### config.mk
export PLATFORM = sky130hd
export DESIGN_NAME = frame_receiver
export DESIGN_NICKNAME = d
export VERILOG_FILES = /design/src/rtl/frame_pkg.sv /design/src/rtl/rx_field_shift.sv /design/src/rtl/frame_receiver.sv
export SDC_FILE = /design/constraint.sdc
export NUM_CORES = 1
export LEC_CHECK = 0
export CORE_MARGIN = 1
export CORE_UTILIZATION = 57
export CTS_CLUSTER_DIAMETER = 50
export DETAILED_ROUTE_END_ITERATION = 16
export PLACE_DENSITY = 0.81
export SLEW_MARGIN = 20
export SYNTH_ARGS = -nofsm -noshare
export SYNTH_HDL_FRONTEND = slang
export SYNTH_SLANG_ARGS = --single-unit
### constraint.sdc
create_clock -name rx_clk -period 8.5 [get_ports rx_clk]
set_input_delay 0.85 -clock rx_clk [delete_from_list [all_inputs] [get_ports rx_clk]]
set_output_delay 0.85 -clock rx_clk [all_outputs]
set_load 0.02 [all_outputs]
### src/rtl/frame_pkg.sv
// Shared definitions for the delay-tester frame sender and receiver:
// receiver state encoding, header field lengths, EtherTypes and default MACs.
package frame_pkg;

  typedef enum logic [3:0] {
    S_IDLE        = 4'd0,
    S_MAC_DST     = 4'd1,
    S_MAC_SRC     = 4'd2,
    S_ETH_TYPE    = 4'd3,
    S_SEQ         = 4'd4,
    S_TSTAMP      = 4'd5,
    S_PAYLOAD     = 4'd6,
    S_DROP        = 4'd7,
    S_WAIT_STATUS = 4'd8
  } rx_state_t;

  localparam int MAC_LEN          = 6;
  localparam int TYPE_LEN         = 2;
  localparam int SEQ_LEN_DEFAULT  = 2;
  localparam int TS_LEN_DEFAULT   = 4;
  localparam int CNT_W            = 4;

  localparam logic [15:0] ETH_TYPE_IPV4 = 16'h0800;
  localparam logic [15:0] ETH_TYPE_ARP  = 16'h0806;
  localparam logic [15:0] ETH_TYPE_RARP = 16'h8035;
  localparam logic [15:0] ETH_TYPE_IPV6 = 16'h86DD;
  localparam logic [15:0] ETH_TYPE_TEST = 16'h88B5;

  localparam logic [47:0] MAC_LOCAL_DEFAULT = 48'h004e46324301;
  localparam logic [47:0] MAC_PEER_DEFAULT  = 48'h004e46324300;

  function automatic logic [15:0] sat_inc(input logic [15:0] v);
    return (v == 16'hFFFF) ? v : v + 16'd1;
  endfunction

endpackage

### src/rtl/rx_field_shift.sv
// Byte-wide shift register capturing one header field MSB-first; reports the
// last byte of the field and whether the field (including the current byte) matches.
module rx_field_shift
  import frame_pkg::*;
#(
  parameter int                  NBYTES = MAC_LEN,
  parameter logic [8*NBYTES-1:0] MATCH  = '0
) (
  input  logic                  clk,
  input  logic                  rst_n,
  input  logic                  en,
  input  logic [CNT_W-1:0]      idx,
  input  logic [7:0]            data,
  output logic [8*NBYTES-1:0]   value,
  output logic                  last,
  output logic                  hit
);

  logic [8*NBYTES-1:0] value_nxt;

  // compare against the value as it will be once this byte is shifted in,
  // so the decision can be taken on the field's final byte
  assign value_nxt = {value[8*NBYTES-9:0], data};
  assign last      = (idx == CNT_W'(NBYTES - 1));
  assign hit       = (value_nxt == MATCH);

  always_ff @(posedge clk or negedge rst_n) begin
    if (!rst_n)  value <= '0;
    else if (en) value <= value_nxt;
  end

endmodule

### src/rtl/frame_receiver.sv
// Delay-tester receive side: parses/filters the MAC RX byte stream and reports one-way delay.
// Define RX_SRC_FILTER_EN to also require the source MAC to equal MAC_PEER_ADDR.
//
// state         | meaning
// IDLE          | waiting for the first byte of a frame
// MAC_DST       | capturing destination MAC
// MAC_SRC       | capturing source MAC
// ETH_TYPE      | capturing EtherType
// SEQ           | capturing sequence number
// TSTAMP        | capturing transmit timestamp
// PAYLOAD       | swallowing remaining bytes of an accepted frame
// DROP          | swallowing remaining bytes of a filtered frame
// WAIT_STATUS   | waiting for good/bad frame status or timeout
module frame_receiver
  import frame_pkg::*;
#(
  parameter logic [47:0] MAC_LOCAL_ADDR = MAC_LOCAL_DEFAULT,
  parameter logic [47:0] MAC_PEER_ADDR  = MAC_PEER_DEFAULT,
  parameter logic [15:0] TEST_ETH_TYPE  = ETH_TYPE_TEST,
  parameter int          TS_WIDTH       = 32,
  parameter int          SEQ_WIDTH      = 16,
  parameter int          STATUS_TIMEOUT = 16
) (
  input  logic                 rx_clk,
  input  logic                 reset_n,
  input  logic [7:0]           mac_rx_data,
  input  logic                 mac_rx_dvld,
  input  logic                 mac_rx_goodframe,
  input  logic                 mac_rx_badframe,
  input  logic [TS_WIDTH-1:0]  local_time,
  output logic [TS_WIDTH-1:0]  delay_value,
  output logic [SEQ_WIDTH-1:0] delay_seq,
  output logic                 delay_valid,
  output logic [15:0]          cnt_ok,
  output logic [15:0]          cnt_drop,
  output logic [15:0]          cnt_bad
);

  localparam int SEQ_BYTES = SEQ_WIDTH / 8;
  localparam int TS_BYTES  = TS_WIDTH / 8;
  localparam int TMR_W     = $clog2(STATUS_TIMEOUT + 1);

  logic [7:0]          data_r;
  logic                dvld_r, good_r, bad_r;
  logic [TS_WIDTH-1:0] time_r;

  rx_state_t           state, state_nxt, field_next;
  logic [CNT_W-1:0]    cnt;
  logic [TMR_W-1:0]    timer;
  logic                drop_flag;
  logic [TS_WIDTH-1:0] t_arrival;

  logic frame_start, drop_set, ev_ok, ev_drop, ev_bad;
  logic field_last, field_reject, tmr_zero;

  logic [47:0]          dst_value, src_value;
  logic [15:0]          type_value;
  logic [SEQ_WIDTH-1:0] seq_value;
  logic [TS_WIDTH-1:0]  ts_value;
  logic dst_last, dst_hit, src_last, src_hit, type_last, type_hit;
  logic seq_last, seq_hit, ts_last, ts_hit;
  logic unused_sink;

  always_ff @(posedge rx_clk or negedge reset_n) begin
    if (!reset_n) begin
      data_r <= '0;
      dvld_r <= 1'b0;
      good_r <= 1'b0;
      bad_r  <= 1'b0;
      time_r <= '0;
    end else begin
      data_r <= mac_rx_data;
      dvld_r <= mac_rx_dvld;
      good_r <= mac_rx_goodframe;
      bad_r  <= mac_rx_badframe;
      time_r <= local_time;
    end
  end

  rx_field_shift #(.NBYTES(MAC_LEN), .MATCH(MAC_LOCAL_ADDR)) u_dst (
    .clk(rx_clk), .rst_n(reset_n), .en(dvld_r && (frame_start || state == S_MAC_DST)),
    .idx(cnt), .data(data_r), .value(dst_value), .last(dst_last), .hit(dst_hit));

  rx_field_shift #(.NBYTES(MAC_LEN), .MATCH(MAC_PEER_ADDR)) u_src (
    .clk(rx_clk), .rst_n(reset_n), .en(dvld_r && state == S_MAC_SRC),
    .idx(cnt), .data(data_r), .value(src_value), .last(src_last), .hit(src_hit));

  rx_field_shift #(.NBYTES(TYPE_LEN), .MATCH(TEST_ETH_TYPE)) u_type (
    .clk(rx_clk), .rst_n(reset_n), .en(dvld_r && state == S_ETH_TYPE),
    .idx(cnt), .data(data_r), .value(type_value), .last(type_last), .hit(type_hit));

  rx_field_shift #(.NBYTES(SEQ_BYTES)) u_seq (
    .clk(rx_clk), .rst_n(reset_n), .en(dvld_r && state == S_SEQ),
    .idx(cnt), .data(data_r), .value(seq_value), .last(seq_last), .hit(seq_hit));

  rx_field_shift #(.NBYTES(TS_BYTES)) u_ts (
    .clk(rx_clk), .rst_n(reset_n), .en(dvld_r && state == S_TSTAMP),
    .idx(cnt), .data(data_r), .value(ts_value), .last(ts_last), .hit(ts_hit));

`ifdef RX_SRC_FILTER_EN
  assign unused_sink = ^{seq_hit, ts_hit, dst_value, src_value, type_value};
`else
  assign unused_sink = ^{seq_hit, ts_hit, src_hit, dst_value, src_value, type_value};
`endif

  always_comb begin
    field_last   = 1'b0;
    field_reject = 1'b0;
    field_next   = S_PAYLOAD;
    case (state)
      S_MAC_DST: begin
        field_last   = dst_last;
        field_reject = !dst_hit;
        field_next   = S_MAC_SRC;
      end
      S_MAC_SRC: begin
        field_last   = src_last;
`ifdef RX_SRC_FILTER_EN
        field_reject = !src_hit;
`endif
        field_next   = S_ETH_TYPE;
      end
      S_ETH_TYPE: begin
        field_last   = type_last;
        field_reject = !type_hit;
        field_next   = S_SEQ;
      end
      S_SEQ: begin
        field_last = seq_last;
        field_next = S_TSTAMP;
      end
      S_TSTAMP: begin
        field_last = ts_last;
        field_next = S_PAYLOAD;
      end
      default: ;
    endcase
  end

  assign tmr_zero = (timer == '0);

  always_comb begin
    state_nxt   = state;
    frame_start = 1'b0;
    drop_set    = 1'b0;
    ev_ok       = 1'b0;
    ev_drop     = 1'b0;
    ev_bad      = 1'b0;
    case (state)
      S_IDLE: begin
        if (dvld_r) begin
          state_nxt   = S_MAC_DST;
          frame_start = 1'b1;
        end
      end
      S_MAC_DST, S_MAC_SRC, S_ETH_TYPE, S_SEQ, S_TSTAMP: begin
        if (!dvld_r) begin
          state_nxt = S_WAIT_STATUS;
          drop_set  = 1'b1;
        end else if (field_last) begin
          if (field_reject) begin
            state_nxt = S_DROP;
            drop_set  = 1'b1;
          end else begin
            state_nxt = field_next;
          end
        end
      end
      S_PAYLOAD, S_DROP: begin
        if (!dvld_r) state_nxt = S_WAIT_STATUS;
      end
      S_WAIT_STATUS: begin
        if (bad_r)                  ev_bad  = 1'b1;
        else if (good_r)            begin ev_ok = !drop_flag; ev_drop = drop_flag; end
        else if (dvld_r || tmr_zero) ev_drop = 1'b1;
        // a new frame arriving before status closes the old one but keeps its first byte
        if (dvld_r) begin
          state_nxt   = S_MAC_DST;
          frame_start = 1'b1;
        end else if (bad_r || good_r || tmr_zero) begin
          state_nxt = S_IDLE;
        end
      end
      default: state_nxt = S_IDLE;
    endcase
  end

  always_ff @(posedge rx_clk or negedge reset_n) begin
    if (!reset_n) begin
      state     <= S_IDLE;
      cnt       <= '0;
      timer     <= '0;
      drop_flag <= 1'b0;
      t_arrival <= '0;
    end else begin
      state <= state_nxt;
      // the byte that opens a frame is already destination byte 0
      if (frame_start)             cnt <= CNT_W'(1);
      else if (state_nxt != state) cnt <= '0;
      else if (dvld_r)             cnt <= cnt + CNT_W'(1);

      if (state_nxt == S_WAIT_STATUS && state != S_WAIT_STATUS)
        timer <= TMR_W'(STATUS_TIMEOUT - 1);
      else if (state == S_WAIT_STATUS && !tmr_zero)
        timer <= timer - TMR_W'(1);

      if (frame_start)   drop_flag <= 1'b0;
      else if (drop_set) drop_flag <= 1'b1;

      if (frame_start) t_arrival <= time_r;
    end
  end

  always_ff @(posedge rx_clk or negedge reset_n) begin
    if (!reset_n) begin
      delay_value <= '0;
      delay_seq   <= '0;
      delay_valid <= 1'b0;
      cnt_ok      <= '0;
      cnt_drop    <= '0;
      cnt_bad     <= '0;
    end else begin
      delay_valid <= ev_ok;
      if (ev_ok) begin
        delay_value <= t_arrival - ts_value;
        delay_seq   <= seq_value;
        cnt_ok      <= sat_inc(cnt_ok);
      end
      if (ev_drop) cnt_drop <= sat_inc(cnt_drop);
      if (ev_bad)  cnt_bad  <= sat_inc(cnt_bad);
    end
  end

endmodule

==> out/metrics.yaml <==
clock_network:
  h-tree-depth: 1
  numCtsBuffers: 30
  cts_setup_buffers: 0
  clkLatencyLatePin_ns: 0.54
  clock_path_buffers: 3
  clock_sinks: 282
  cts.repair.resized: 0
  cts-root-buf: "clkbuf_16"
  ctsHoldBuffers: 0
  clk_pin_slew_worst_paths_ns: 0.06
  cts_tree: "built"
synth:
  syn_area_mm2: 0.0123
  synth_seq_cells: 282
  avgSynthCellArea_um2: 11.6
  synth_common_cells: "282 x dfrtp_1, 154 x nand2_1, 98 x mux2_2"
  ys_types: 67
  synth_edf_count: 0
  yosysTopAreaCellShare_pct: 57.6
  synth_top_area_cell: "dfrtp_1"
  synthCells: 1058
  async_flop_share_pct: 100
  synthTopCellsByArea: "dfrtp_1 58%, mux2_2 9.0%, nand2_1 4.7%"
  syn-num-nets: 1140
  synth_most_common_cell: "dfrtp_1"
  ys_seq_area_share_pct: 57.6
  synth_flop_cell: "dfrtp_1"
  yosysWarnings: 0
critical_path:
  cp_slowest_cell: "or4b_1"
  crit_path_end_kind: "register"
  cp_cell_sequence: "ha_1 > fa_1 > nand2b_1 > a21oi_1 > o2111ai_1 > a21oi_1 > a21oi_1 > o21ai_1 > a21oi_1 > or4b_1 > nand3_1"
  critical_path_buf_inv_count: 0
  crit_fanout: 5
  critPathKind: "register to register"
  crit_path_start_kind: "register"
  crit_arrival_ns: 3.98
  worst_path_largest_cell_delay_ns: 0.48
  cp.depth: 11
  critPathRequiredTime_ns: 8.98
  path_delay_family: "compound AO/OA/AOI/OAI gates"
  ff2ff_path_depth: 11
  crit_top_cell: "a21oi_1"
timing:
  max_freq_mhz: 285
  slew_headroom_pct: 34.5
  fin_ws_ns: 5.00
  drv_slew: 0
  finalCritPeriodShare_pct: 41.2
  fin_tns_setup_ns: 0
  skew_ns: 0.00894
  rsz0062_at_grt: "no"
  period_minus_slack_ns: 3.50
  finalHoldViolations: 0
  setup_viol: 0
  tightest_slew_ns: 0.982
die:
  rows: 53
  die_x_um: 149
  io_pins: 142
  die_h_um: 149
  initial_utilization_pct: 58.3
  core-area_mm2: 0.0210
  fp.dieArea_mm2: 0.0221
place:
  dp_hpwl_mm: 16.7
  place_area_mm2: 0.0139
  gp_congestion: 0.877
  io_buffers: 141
  dp_slack_ns: 5.10
finish:
  layout.nets: 1287
  design_area_mm2: 0.0150
  areaGrowthSynthToFinish_pct: 22.2
  drive_gt1_share_pct: 14.2
  antenna-diode-count: 0
routing:
  drcViolationCount: 0
  routed_via_density: 5.51
  via_count: 8285
  initialDrtViolationCount: 416
  wl_per_cell_um: 16.7
  first_pass_iters: 4
  antenna_left: 0
  routed_wl_mm: 25.1
grt:
  overflow: 0
  grt.total_usage_pct: 23.6
  grt_pass1_vias: 8447
  grt_pass1_wl_mm: 42.0
  antenna_found_initial: 0
  grt_max_degree: 188
pwr:
  finalPower_uw: 3750
  power.leakage_uw: 0.00669
  vdd_drop_max_mv: 0.164
  power.density_mw_per_mm2: 251
job:
  maxCapViolCount: 0
run_status:
  status: "complete, no violations"
min_path:
  min_path_type: "input pin to async pin"
layer usage:
| layer | vias up | share of wire [%] | track usage [%] |
|---|---|---|---|
| met4 | 0 | 1.5 | 6.08 |
| met3 | 33 | 5.3 | 3.93 |
| li1 | 3969 | - | - |
| met2 | 199 | 46 | 37.5 |
| met1 | 4084 | 47 | 33.8 |
| met5 | - | 0 | 0 |
worst register-to-register path, delay by kind of cell, from the launching register on:
| kind | cells | cell delay (ns) |
|---|---|---|
| fa+ha+maj | 2 | 0.64 |
| flops | 1 | 0.41 |
| simple gates | 3 | 0.74 |
| compound gates | 6 | 1.66 |
cell type report:
type                       count  area [um^2]
inverter                      44          165
tap                          275          344
fill                        1461         6050
clock buffer                  44          885
sequential                   282         7060
clock inverter                12          146
multi-input combinational    701         4910
timing repair buffer         146         1470
stage by stage:
stage,util (%),std cells,hold slack (ns)
after global placement,66.3,1448,0.444
after floorplan,-,1058,0.426
after detailed placement,66.3,1448,0.451
after global routing,71.2,1504,0.367
final,71.2,1504,0.292
after CTS,71.2,1504,0.332
state kept, by name, indices dropped and copies added (netlist names), 4 cells and up:
register      flops
u_dst.value      40
delay_value      32
t_arrival        32
time_r           32
u_ts.value       32
cnt_bad          16
cnt_drop         16
cnt_ok           16
delay_seq        16
u_seq.value      16
data_r            8
u_type.value      8
timer             5
cnt               4
state             4
power by group:
group	switching [uW]	internal, uW
combinational	386	375
sequential	141	1520
clock	518	811
kinds of logic after synthesis:
| group | synth area share, % |
|---|---|
| xor+xnor | 5.49 |
| simple gates | 13.3 |
| compound gates | 8.09 |
| mux | 9.25 |
| flops | 57.6 |
| buf+inv | 2.42 |
| fa+ha+maj | 3.84 |
placed cells by master, fill, tap and decap left out, types with 3 or more instances in the layout:
master and instances:
o21ai_1 3, a211oi_1 4, or3_1 3, nor2b_1 10, nand3_1 33, nand2_1 154, clkdlybuf4s50_1 140, o31ai_1 5
nor3_1 7, clkinvlp_4 3, a31oi_1 5, xor2_1 29, inv_1 44, and2_1 3, bufinv_16 3, ha_1 36
clkbuf_1 7, nand4_1 12, clkinv_2 5, o21ai_0 71, and3_1 9, buf_4 4, a21oi_1 33, nor4b_1 4
and4_1 6, clkbuf_8 6, xnor2_1 46, nand2b_1 11, nor2_1 35, clkbuf_16 31, nor4_1 8, mux2i_1 3
a21o_1 14, o21a_1 4, nor3b_1 5, nor4bb_1 3, mux2_2 98, dfrtp_1 282, nand4b_1 4
path summary, 6_finish.rpt:
| check | startpoint | slack, ns | end |
|---|---|---|---|
| max | u_ts.value[0] | 5.00 | delay_value[24] |
| min | reset_n | 0.29 | data_r[5] |
| max reg2reg | u_ts.value[0] | 5.00 | delay_value[24] |
| min reg2reg | u_seq.value[11] | 0.46 | delay_seq[11] |
| max in group asynchronous | reset_n | 6.79 | t_arrival[13] |
| min in group rx_clk | u_seq.value[11] | 0.46 | delay_seq[11] |
Note: power is estimated with default switching activity, not from simulation.
